## src/rtl/arena_pkg.sv

```systemverilog
// Shared screen geometry and arena FSM state encoding for the arena boundary block.
// Pure definitions: no logic, no latency, no flow control.
package arena_pkg;

  localparam int SCREEN_W = 640;
  localparam int SCREEN_H = 480;
  localparam int COORD_W  = 10;

  typedef enum logic [1:0] {
    ST_IDLE = 2'd0,
    ST_RUN  = 2'd1,
    ST_HIT  = 2'd2
  } arena_state_t;

endpackage

```

## src/rtl/in_wall.sv

```systemverilog
// Combinational wall-membership test for one coordinate against the current wall thickness.
// Zero latency; no flow control (pure function of its inputs).
module in_wall
  import arena_pkg::*;
#(
  parameter int H_ACTIVE = SCREEN_W,
  parameter int V_ACTIVE = SCREEN_H
) (
  input  logic [COORD_W-1:0] x,
  input  logic [COORD_W-1:0] y,
  input  logic [COORD_W-1:0] margin,
  output logic               hit
);

  logic [COORD_W:0] x_ext;
  logic [COORD_W:0] y_ext;
  logic [COORD_W:0] x_far;
  logic [COORD_W:0] y_far;

  // x >= H - margin is rewritten as x + margin >= H to stay in unsigned arithmetic
  always_comb begin
    x_ext = {1'b0, x};
    y_ext = {1'b0, y};
    x_far = x_ext + {1'b0, margin};
    y_far = y_ext + {1'b0, margin};
    hit   = (x_ext < (COORD_W+1)'(H_ACTIVE)) &&
            (y_ext < (COORD_W+1)'(V_ACTIVE)) &&
            ((x < margin) || (x_far >= (COORD_W+1)'(H_ACTIVE)) ||
             (y < margin) || (y_far >= (COORD_W+1)'(V_ACTIVE)));
  end

endmodule

```

## src/rtl/arena_boundary.sv

```systemverilog
// Arena wall renderer with shrinking margin, head collision detection and post-hit blinking.
// boundary is 1 cycle after pixel_x/pixel_y; wall_hit 1 cycle after head_valid; no backpressure.
module arena_boundary
  import arena_pkg::*;
#(
  parameter int H_ACTIVE      = SCREEN_W,
  parameter int V_ACTIVE      = SCREEN_H,
  parameter int WALL_INIT     = 30,
  parameter int WALL_MAX      = 150,
  parameter int SHRINK_STEP   = 10,
  parameter int SHRINK_FRAMES = 60,
  parameter int BLINK_FRAMES  = 15
) (
  input  logic               clk,
  input  logic               reset,
  input  logic [COORD_W-1:0] pixel_x,
  input  logic [COORD_W-1:0] pixel_y,
  input  logic               frame_tick,
  input  logic               game_run,
  input  logic               shrink_en,
  input  logic [COORD_W-1:0] head_x,
  input  logic [COORD_W-1:0] head_y,
  input  logic               head_valid,
  output logic               boundary,
  output logic               wall_hit,
  output logic [COORD_W-1:0] margin,
  output logic               shrink_pulse
);

  localparam int FCW = $clog2(SHRINK_FRAMES + 1);
  localparam int BCW = $clog2(BLINK_FRAMES + 1);
  localparam logic [COORD_W-1:0] MARGIN_INIT = COORD_W'(WALL_INIT);
  localparam logic [COORD_W-1:0] MARGIN_MAX  = COORD_W'(WALL_MAX);

  arena_state_t     state_q, state_d;
  logic [COORD_W-1:0] margin_q, margin_d;
  logic [FCW-1:0]   frame_cnt_q, frame_cnt_d;
  logic [BCW-1:0]   blink_cnt_q, blink_cnt_d;
  logic             vis_q, vis_d;
  logic             wall_hit_q, wall_hit_d;
  logic             shrink_pulse_q, shrink_pulse_d;
  logic             boundary_q, boundary_d;
  logic             go_idle;
  logic             pix_wall;
  logic             head_wall;
  logic [COORD_W:0] grown;

  // Both paths test against margin_q, so a head strobe coinciding with a shrink sees the old wall
  in_wall #(.H_ACTIVE(H_ACTIVE), .V_ACTIVE(V_ACTIVE)) u_pix_wall (
    .x(pixel_x), .y(pixel_y), .margin(margin_q), .hit(pix_wall)
  );

  in_wall #(.H_ACTIVE(H_ACTIVE), .V_ACTIVE(V_ACTIVE)) u_head_wall (
    .x(head_x), .y(head_y), .margin(margin_q), .hit(head_wall)
  );

  assign grown = {1'b0, margin_q} + (COORD_W+1)'(SHRINK_STEP);

  always_comb begin
    state_d        = state_q;
    margin_d       = margin_q;
    frame_cnt_d    = frame_cnt_q;
    blink_cnt_d    = blink_cnt_q;
    vis_d          = vis_q;
    wall_hit_d     = wall_hit_q;
    shrink_pulse_d = 1'b0;
    boundary_d     = pix_wall & vis_q;
    go_idle        = 1'b0;

    case (state_q)
      ST_IDLE: begin
        if (game_run) state_d = ST_RUN;
      end
      ST_RUN: begin
        if (!game_run) begin
          go_idle = 1'b1;
        end else begin
          if (head_valid && head_wall) begin
            state_d    = ST_HIT;
            wall_hit_d = 1'b1;
          end
          if (shrink_en && frame_tick) begin
            if (frame_cnt_q == FCW'(SHRINK_FRAMES - 1)) begin
              frame_cnt_d = '0;
              if (margin_q < MARGIN_MAX) begin
                margin_d       = (grown >= {1'b0, MARGIN_MAX}) ? MARGIN_MAX : grown[COORD_W-1:0];
                shrink_pulse_d = 1'b1;
              end
            end else begin
              frame_cnt_d = frame_cnt_q + FCW'(1);
            end
          end
        end
      end
      ST_HIT: begin
        if (!game_run) begin
          go_idle = 1'b1;
        end else if (frame_tick) begin
          if (blink_cnt_q == BCW'(BLINK_FRAMES - 1)) begin
            blink_cnt_d = '0;
            vis_d       = ~vis_q;
          end else begin
            blink_cnt_d = blink_cnt_q + BCW'(1);
          end
        end
      end
      default: go_idle = 1'b1;
    endcase

    // Entering IDLE discards all shrink and blink progress
    if (go_idle) begin
      state_d     = ST_IDLE;
      margin_d    = MARGIN_INIT;
      frame_cnt_d = '0;
      blink_cnt_d = '0;
      vis_d       = 1'b1;
      wall_hit_d  = 1'b0;
    end
  end

  always_ff @(posedge clk or posedge reset) begin
    if (reset) begin
      state_q        <= ST_IDLE;
      margin_q       <= MARGIN_INIT;
      frame_cnt_q    <= '0;
      blink_cnt_q    <= '0;
      vis_q          <= 1'b1;
      wall_hit_q     <= 1'b0;
      shrink_pulse_q <= 1'b0;
      boundary_q     <= 1'b0;
    end else begin
      state_q        <= state_d;
      margin_q       <= margin_d;
      frame_cnt_q    <= frame_cnt_d;
      blink_cnt_q    <= blink_cnt_d;
      vis_q          <= vis_d;
      wall_hit_q     <= wall_hit_d;
      shrink_pulse_q <= shrink_pulse_d;
      boundary_q     <= boundary_d;
    end
  end

  assign boundary     = boundary_q;
  assign wall_hit     = wall_hit_q;
  assign margin       = margin_q;
  assign shrink_pulse = shrink_pulse_q;

endmodule

```

## config.mk

```make
export PLATFORM = sky130hd
export DESIGN_NAME = arena_boundary
export DESIGN_NICKNAME = d
export VERILOG_FILES = /design/src/rtl/arena_pkg.sv /design/src/rtl/in_wall.sv /design/src/rtl/arena_boundary.sv
export SDC_FILE = /design/constraint.sdc
export NUM_CORES = 1
export LEC_CHECK = 0
export ABC_AREA = 1
export BUFFER_PORTS_ARGS = -buffer_cell sky130_fd_sc_hd__buf_2
export CAP_MARGIN = 20
export CORE_ASPECT_RATIO = 1.4
export CORE_MARGIN = 2
export CORE_UTILIZATION = 27
export CTS_CLUSTER_DIAMETER = 80
export DETAILED_ROUTE_END_ITERATION = 10
export GPL_ROUTABILITY_DRIVEN = 0
export GPL_TIMING_DRIVEN = 1
export SYNTH_ARGS = -nofsm -noshare
export SYNTH_HDL_FRONTEND = slang
export SYNTH_SLANG_ARGS = --single-unit
```

## constraint.sdc

```tcl
create_clock -name clk -period 3 [get_ports clk]
set_clock_uncertainty 0.15 [all_clocks]
set_input_delay 0.15 -clock clk [delete_from_list [all_inputs] [get_ports clk]]
set_output_delay 0.15 -clock clk [all_outputs]
set_load 0.1 [all_outputs]
```

==> run summary, run 1 <==
Crit Path Max Fanout - 6
Minimum clock period - 2.64 ns
Max Freq - 379 MHz
Clk Tree Root Cell - clkbuf_16
Max-slew violations - 0
Iter 0 DRT Violations - 172
Full die area - 14600 um2
Area growth syn-to-layout - 18.4%
Die Ht - 142 um
Asr flop ratio synth - 100%
Seq pwr share - 24.9%
CP Cell Sequence - inv_1, ha_1, nor2_1, and2_1, nand2_1, nand2_1, nand2_1, nand2_1, inv_1, nand2_1, nand4_1, nand2_1, nand2_1, nand2_1, nand2_1, nand2_1
DP HPWL - 8470 um
Switching Share - 48.7%
Gr ovfl total - 0
Syn Inst Count - 539
Total routed wirelength - 10300 um
Antenna diodes - 0
CTS Sinks - 25
Crit path largest cell delay - 0.55 ns
Worst-skew pair later-pin latency - 0.26 ns
Vias - 3588
Hold path depth - 3
Net Sw Power - 0.847 mW
Antenna Nets Post-Route - 0
Routed vias/inst - 4.55
Worst Hold Launch - game_run
Power Density - 398 nW/um2
Crit Path Category - flop to flop
Total power draw - 1.74 mW
Internal - 0.892 mW
Worst reg2reg startpoint - margin[5]
Final Util - 32.8%
MaxCap Viol Count - 0
Share of layout cells above drive strength 1 - 18.1%
DRC - 0
Unrepaired setup endpoints after global routing - no
Buf/Inv on CP - 2
FF-to-FF setup slack - 0.36 ns
Slew headroom - 64.5%
Yosys top cell area share - 27.5%
LEAKAGE - 2.37 nW
Worst vdd ir - 0.000213 V
Post-CTS setup buffers - 0
CTS Buf Count - 3
Slew of the pin with the lowest slew margin - 0.528 ns
Synth area leader - ha_1
Pin count of the biggest net entering global routing - 26
Row cnt - 50
CP delay by family, top - simple AND/OR/NAND/NOR gates
Final hold viol count - 0
H-tree levels - 1
HP Class - input pin to flop
Most frequent cells after synthesis - nand2_1 (125), ha_1 (81), inv_1 (70)
Vias in the first global route - 3596
DR WL/cell - 13.0 um
CTS max path bufs - 2
Yosys cell types - 44
Global-route wire length before repair - 16900 um
Cell Area, Synth - 3680 um2
Syn_nets - 666
#FFs+latches synth - 25
Slowest stage cell, crit path - dfrtp_1
Outcome - completed
Most common cell on crit path - nand2_1
Die width - 103 um
TritonCTS clock tree - done
Initial antenna violation count - 0
Tcrit/Tclk final - 87.9%
Initial Utilization - 27.7%
Setup violators final - 0
Register area share after synthesis - 17.1%
Top_reg_cell synth - dfrtp_1
Core area - 13300 um2
Number of flops mapped to enable cells by yosys - 0
R2R Path End - state_q[0]
Clk pin slew, worst setup/hold paths - 0.06 ns
First-pass DRT Iterations - 4
Total track usage - 14.7%
CP arrival - 2.69 ns
Cells on worst reg2reg path - 16
Setup crit end kind - flop
Number of I/O pins - 59
Mapped Avg Cell Area - 6.84 um2
Most numerous cell in the Yosys netlist - nand2_1
# port buffers - 53
Nets - 735
TNS Setup - 0 ns
Hold worst-path end - state_q[0]
Syn. warnings - 0
Critical Path RT - 3.05 ns
Synth area leaders - ha_1 (28%), dfrtp_1 (14%), nand2_1 (13%), inv_1 (7.1%), nand3_1 (5.4%)
Startpoint Class - flop
Combinational power share - 58.0%
Clock share of power - 17.1%
==> registers in the layout (all words and copies together), names as in the netlist <==
signal,count
wall_hit,1
state_q,2
shrink_pulse,1
frame_cnt_q,6
margin,9
blink_cnt_q,4
boundary,1
vis_q,1
==> worst min-delay path: cells and delay by family <==
family | cells | cell delay (ns)
AND/OR/NAND/NOR | 2 | 0.13
buffers and inverters | 1 | 0.12
==> per-stage QoR <==
| stage | cells | area [um2] | hold slack [ns] | worst slack [ns] |
|---|---|---|---|---|
| after floorplan | 539 | 3680 | 0.0236 | 0.0516 |
| after global placement | 783 | 4250 | 0.295 | 0.374 |
| after detailed placement | 783 | 4250 | 0.292 | 0.364 |
| after CTS | 788 | 4340 | 0.0295 | 0.316 |
| after global routing | 789 | 4360 | 0.0515 | 0.0365 |
| final | 789 | 4360 | 0.0333 | 0.363 |
==> routing by layer <==
layer / global-route usage [%] / routed length (um) / up-vias
li1: - / - / 1907
met1: 16.5 / 4270 / 1619
met2: 28.0 / 5480 / 47
met3: 1.67 / 292 / 15
met4: 5.12 / 238 / 0
met5: 0 / 0 / -
==> logic make-up (layout without fill, tap and decap cells) <==
| kind of cell | after synthesis | after routing | synth area share (%) |
|---|---|---|---|
| and+or+nand+nor | 259 | 259 | 32.0 |
| buffers and inverters | 88 | 156 | 9.10 |
| adders and majority gates | 81 | 81 | 27.5 |
| AOI/OAI and AO/OA | 79 | 79 | 12.6 |
| DFF | 25 | 25 | 17.1 |
| xor gates and xnor gates | 6 | 6 | 1.63 |
| other | 1 | 1 | 0.102 |
==> final cells by class <==
class	instances	area [um2]
Inverter	86	323
Clock buffer	4	78.8
Fill cell	1470	8960
Tap cell	182	228
Multi-Input combinational cell	426	2720
Timing Repair Buffer	66	385
Sequential cell	25	632
==> power by group through the flow <==
stage	Clock, mW	Combinational [mW]	Sequential [mW]
6_report	0.298	1.01	0.432
4_1_cts	0.308	1.01	0.433
2_1_floorplan	0	0.666	0.510
3_3_place_gp	0	1.01	0.438
3_5_place_dp	0	1.01	0.437
5_1_grt	0.326	1.15	0.438
==> repair_timing <==
action / in CTS / in global routing
gates resized for setup: 0 / 0
hold endpoints to repair: 1 / 0
setup endpoints to repair: 0 / 0
hold buffers: 1 / 0
==> worst max path at each step <==
stage | startpoint | endpoint | cells after the start | slack (ns)
CTS | margin[5] | state_q[0] | 16 | 0.32
global placement | margin[5] | state_q[1] | 16 | 0.37
floorplan | margin[6] | state_q[1] | 15 | 0.05
finish | margin[5] | state_q[0] | 16 | 0.36
detailed placement | margin[5] | state_q[0] | 16 | 0.36
global route | margin[5] | state_q[0] | 16 | 0.04
==> cell usage in the layout (no fill, tap or decap), types with 18 or more instances in the layout <==
cell type / count
nand2_1: 125
inv_1: 70
dfrtp_1: 20
nor2_1: 41
buf_2: 53
ha_1: 81
o21ai_0: 18
nand3_1: 40
a21oi_1: 30
(Power assumes the default switching activity.)
==> run 2: changes to the inputs <==
Settings changed: CORE_UTILIZATION 27 to 63, PLACE_DENSITY set to 0.88.
Clock period 3 ns to 3.42 ns, I/O delays scaled along.
==> run 2 against run 1 <==
Power decreased by 19%; first-iteration DRC count shrank 8.1%; sequential share of layout area rose by 0.97 points; critical endpoint is now state_q[1]; combinational power shrank 16%; critical path depth did not move; hold slack better by 0.0014 ns; final cell count shrank 16%; setup slack gained 0.41 ns; via count grew 4.5%; global-route usage increased by 15 points; sequential power shrank 9.0%; sequential cell count stayed put.
==> run summary, run 2 (synthesis results as in run 1) <==
CP delay by family, top - simple AND/OR/NAND/NOR gates
Post-CTS setup buffers - 0
Clk pin slew, worst setup/hold paths - 0.09 ns
Minimum clock period - 2.65 ns
CTS max path bufs - 2
Internal - 0.695 mW
MaxCap Viol Count - 0
Clock share of power - 12.3%
Post-Place Setup Slack - 0.822 ns
Share of layout cells above drive strength 1 - 16.8%
Commonest non-fill, non-tap cell in the layout - nand2_1
Max Freq - 377 MHz
Slew headroom - 39.1%
TNS Setup - 0 ns
TritonCTS clock tree - done
Die width - 68.6 um
Hold path depth - 3
Setup violators final - 0
Net Sw Power - 0.717 mW
Outcome - completed
Setup crit end kind - flop
Antenna Nets Post-Route - 0
Clk Tree Root Cell - clkbuf_8
CP arrival - 2.71 ns
Initial Utilization - 64.2%
Initial antenna violation count - 0
Post-cts sizing count - 0
DP HPWL - 7460 um
Vias - 3748
Startpoint Class - flop
# port buffers - 53
Core area - 5740 um2
Unrepaired setup endpoints after global routing - no
Max-slew violations - 0
Cells on worst reg2reg path - 16
Seq pwr share - 27.8%
Number of I/O pins - 59
Hold_ws - 0.0348 ns
Full die area - 6490 um2
Die Ht - 94.5 um
CTS Sinks - 25
Most frequent cells in the layout - nand2_1 (125), ha_1 (81), inv_1 (70), buf_2 (53), nor2_1 (41)
HP Class - input pin to flop
Worst reg2reg startpoint - margin[4]
Total track usage - 29.8%
Pin count of the biggest net entering global routing - 26
Row cnt - 33
Iter 0 DRT Violations - 158
Hold worst-path end - state_q[0]
Worst Hold Launch - game_run
Switching Share - 50.8%
DR WL/cell - 13.7 um
R2R Path End - state_q[1]
CP Cell Sequence - inv_1, ha_1, nor2_1, nor2_1, nand2_1, nand2_1, nand2_1, nor2_1, nor2_2, nand2_1, nand4_1, nand2_1, nand2_1, nand2_1, nand2_1, nand2_1
Filler Cells Inserted - 489
Routed vias/inst - 5.63
Worst vdd ir - 0.000386 V
Vias in the first global route - 3719
Global-route wire length before repair - 15100 um
Most common cell on crit path - nand2_1
DRC - 0
CTS Buf Count - 3
Antenna diodes - 0
Area growth syn-to-layout - 11.0%
First-pass DRT Iterations - 4
Crit Path Category - flop to flop
Max reg flops - 9
Final hold viol count - 0
Slew of the pin with the lowest slew margin - 0.913 ns
Total routed wirelength - 9100 um
Power Density - 346 nW/um2
Critical Path RT - 3.48 ns
Crit path largest cell delay - 0.66 ns
Combinational power share - 59.8%
Gr ovfl total - 0
Slowest stage cell, crit path - dfstp_2
LEAKAGE - 2.30 nW
Crit Path Max Fanout - 9
Worst-skew pair later-pin latency - 0.27 ns
H-tree levels - 1
Buf/Inv on CP - 1
FF-to-FF setup slack - 0.77 ns
Tcrit/Tclk final - 77.5%
Nets - 724
Min setup slack post-route - 0.771 ns
-- run 2: through the flow --
stage	instance area, um2	cells	util [%]	power, mW
after floorplan	3680	539	-	1.03
after CTS	4090	666	71.2	1.42
after global routing	4090	666	71.2	1.55
after detailed placement	4030	661	70.3	1.24
after global placement	4030	661	70.3	1.20
final	4090	666	71.2	1.41
-- run 2: power by group through the flow --
| stage | Combinational [mW] | Sequential, mW | Clock (mW) |
|---|---|---|---|
| final | 0.846 | 0.393 | 0.174 |
| after global routing | 0.959 | 0.400 | 0.188 |
| after CTS | 0.844 | 0.393 | 0.179 |
| after detailed placement | 0.839 | 0.399 | 0 |
| after global placement | 0.810 | 0.395 | 0 |
| after floorplan | 0.584 | 0.447 | 0 |
-- run 2: layout make-up --
type / instances / area, um2 / share of cell area [%]
Multi-Input combinational cell: 426 / 2720 / 66.5
Sequential cell: 25 / 632 / 15.5
Inverter: 86 / 323 / 7.89
Timing Repair Buffer: 55 / 283 / 6.92
Tap cell: 70 / 87.6 / 2.14
Clock buffer: 3 / 41.3 / 1.01
Clock inverter: 1 / 5.00 / 0.122
-- run 2: metal layers --
| metal | vias to the layer above | share of wire [%] | GRT usage (%) |
|---|---|---|---|
| met5 | - | 0 | 0 |
| met4 | 0 | 2.5 | 11.5 |
| met3 | 19 | 3.0 | 1.91 |
| met2 | 89 | 53 | 56.9 |
| met1 | 1753 | 42 | 32.6 |
| li1 | 1887 | - | - |
-- run 2: worst max path at each step --
stage	startpoint	endpoint	slack [ns]	cells past startpoint
2_1_floorplan	margin[6]	state_q[1]	0.47	15
3_3_place_gp	margin[6]	state_q[0]	0.87	15
3_5_place_dp	margin[4]	state_q[1]	0.82	16
4_1_cts	margin[4]	state_q[0]	0.80	16
5_1_grt	margin[4]	state_q[0]	0.47	16
6_report	margin[4]	state_q[1]	0.77	16
-- run 2: timing repair --
action | CTS | global route
hold buffers | 1 | 0
hold endpoints to repair | 20 | 0
endpoints found under the setup margin | 0 | 0
-- run 2: worst reg2reg max path: stages (launching register included) --
cell and delay (ns):
dfstp_2 0.66, inv_1 0.20, ha_1 0.39, nor2_1 0.07, nor2_1 0.13, nand2_1 0.12, nand2_1 0.10, nand2_1 0.05
nor2_1 0.11, nor2_2 0.05, nand2_1 0.07, nand4_1 0.15, nand2_1 0.10, nand2_1 0.06, nand2_1 0.07, nand2_1 0.05
nand2_1 0.05
==> run 3: changes to the inputs <==
Settings changed: CORE_UTILIZATION 63 to 59, PLACE_DENSITY 0.88 to 0.83.
Clock period 3.42 ns to 2.68 ns, I/O delays scaled along.
==> run 3 against run 2 <==
Non-clock buffer count is 14 higher; sequential cell count stayed put; final cell count is 2.4% higher; fmax is 7.3% higher; power is 29% higher; setup slack worse by 0.56 ns; core utilization is 1.8 points lower; register-to-register slack worse by 0.56 ns; via count is 1.0% lower.
==> run summary, run 3 (synthesis results as in run 1) <==
Global-route wire length before repair - 15400 um
Total routed wirelength - 9250 um
Cell area after layout - 4260 um2
Max-slew violations - 0
Core area - 6130 um2
DP HPWL - 7550 um
Minimum clock period - 2.47 ns
Crit Path Max Fanout - 4
CP arrival - 2.48 ns
Slew of the pin with the lowest slew margin - 0.936 ns
Internal - 0.901 mW
CTS Buf Count - 3
Vias - 3709
Global route hottest layer - met2
Worst setup path end - boundary
Power Density - 429 nW/um2
Worst vdd ir - 0.000680 V
Area growth syn-to-layout - 15.5%
TritonCTS clock tree - done
Worst Setup SP - margin[4]
DR WL/cell - 13.6 um
Crit Path Category - flop to flop
Commonest non-fill, non-tap cell in the layout - nand2_1
H-tree levels - 1
Worst reg2reg startpoint - margin[4]
Die width - 70.8 um
Final hold viol count - 0
HP Class - input pin to flop
MaxCap Viol Count - 0
Vias in the first global route - 3599
Cells on worst reg2reg path - 11
GRT met2 Usage - 52.6%
Net Sw Power - 0.926 mW
Setup crit end kind - flop
Max reg flops - 9
Filler Cells Inserted - 558
Clk Tree Root Cell - clkbuf_8
Antenna Nets Post-Route - 0
CTS max path bufs - 2
GR Layer Usage met3 - 1.56%
# port buffers - 53
Most frequent cells in the layout - nand2_1 (122), ha_1 (79), inv_1 (68), buf_2 (53), nand3_1 (40)
Clock share of power - 12.1%
Slew headroom - 37.5%
Initial antenna violation count - 0
Combinational power share - 61.5%
Setup violators final - 0
Gr ovfl total - 0
Placed instance area - 4120 um2
R2R Path End - boundary
Number of I/O pins - 59
Switching Share - 50.7%
Die Ht - 97.5 um
Total track usage - 26.9%
DRC - 0
LEAKAGE - 2.35 nW
Worst-skew pair later-pin latency - 0.27 ns
Clk pin slew, worst setup/hold paths - 0.08 ns
Initial Utilization - 60.2%
Antenna diodes - 0
Critical Path RT - 2.69 ns
Max Freq - 405 MHz
Pin count of the biggest net entering global routing - 26
Layout Cells excl Fill - 682
Tcrit/Tclk final - 92.2%
First-pass DRT Iterations - 4
Routed vias/inst - 5.44
Row cnt - 34
Startpoint Class - flop
FF-to-FF setup slack - 0.21 ns
Outcome - completed
Nets - 738
Seq pwr share - 26.4%
Iter 0 DRT Violations - 225
Met1 Use GR - 30.4%
CTS Sinks - 25
Full die area - 6900 um2
Post-Place Cells - 673
Share of layout cells above drive strength 1 - 21.3%
## run 3: changes by cell type in the layout (fill, tap and decap cells not counted), moves of 2 or more
cell / change
inv_1: -2
ha_1: -2
nand2_1: -3
nand2_2: +3
dfrtp_2: +5
ha_4: +2
nor2_2: +4
dfrtp_1: -5
nor2_1: -4
buf_4: +13
## run 3: what timing repair did
| action | CTS | global route |
|---|---|---|
| setup buffers | 0 | 3 |
| endpoints found under the hold margin | 21 | 0 |
| gates resized for setup | 0 | 12 |
| hold buffers | 2 | 0 |
| endpoints found under the setup margin | 0 | 2 |
## run 3: metal layers
layer / part of all wire, % / up-vias / wire length [um]
met5: 0 / - / 0
met2: 53 / 88 / 4940
met3: 4.8 / 17 / 442
met4: 2.5 / 0 / 234
met1: 39 / 1692 / 3640
li1: - / 1912 / -
## run 3: power groups by stage
stage	Clock [mW]	Sequential, mW	Combinational [mW]
2_1_floorplan	0	0.571	0.746
3_3_place_gp	0	0.487	1.07
6_report	0.221	0.482	1.12
5_1_grt	0.241	0.488	1.28
3_5_place_dp	0	0.489	1.10
4_1_cts	0.225	0.482	1.10
## run 3: through the flow
step / util [%] / TNS, ns / total power [mW] / setup slack (ns) / hold slack [ns]
after floorplan: - / 0 / 1.32 / 0.0155 / 0.00726
after global placement: 67.2 / 0 / 1.56 / 0.308 / 0.236
after detailed placement: 67.2 / 0 / 1.58 / 0.266 / 0.248
after CTS: 68.3 / 0 / 1.81 / 0.252 / 0.00957
after global routing: 69.5 / -0.0158 / 2.01 / -0.0158 / 0.0206
final: 69.5 / 0 / 1.83 / 0.210 / 0.0185
## run 3: how the worst min path moves through the flow
stage | startpoint | end | slack, ns | cells after the start
6_report | pixel_y[9] | boundary | 0.02 | 4
5_1_grt | pixel_y[9] | boundary | 0.02 | 4
4_1_cts | pixel_y[9] | boundary | 0.01 | 4
3_5_place_dp | reset | frame_cnt_q[3] | 0.25 | 2
3_3_place_gp | reset | frame_cnt_q[4] | 0.24 | 2
2_1_floorplan | reset | blink_cnt_q[0] | 0.007 | 1
## run 3: critical path, stage by stage, from the launching register on
cell and delay [ns]:
dfstp_2 0.56, clkinvlp_4 0.18, buf_4 0.19, ha_1 0.32, o21ai_1 0.22, nand2_1 0.10, nand3_1 0.09, nand2_1 0.08
a211oi_1 0.21, o21ai_0 0.10, nor2_1 0.12, nor2_1 0.05
## run 3: cell type report
| type | instances | area, um2 | area share, % |
|---|---|---|---|
| multi-input cells | 426 | 2770 | 65.0 |
| clock buffers | 3 | 41.3 | 0.970 |
| repair buffers | 69 | 390 | 9.17 |
| inverters | 86 | 327 | 7.67 |
| clock inverters | 1 | 5.00 | 0.118 |
| well taps | 72 | 90.1 | 2.12 |
| flip-flops and latches | 25 | 638 | 15.0 |
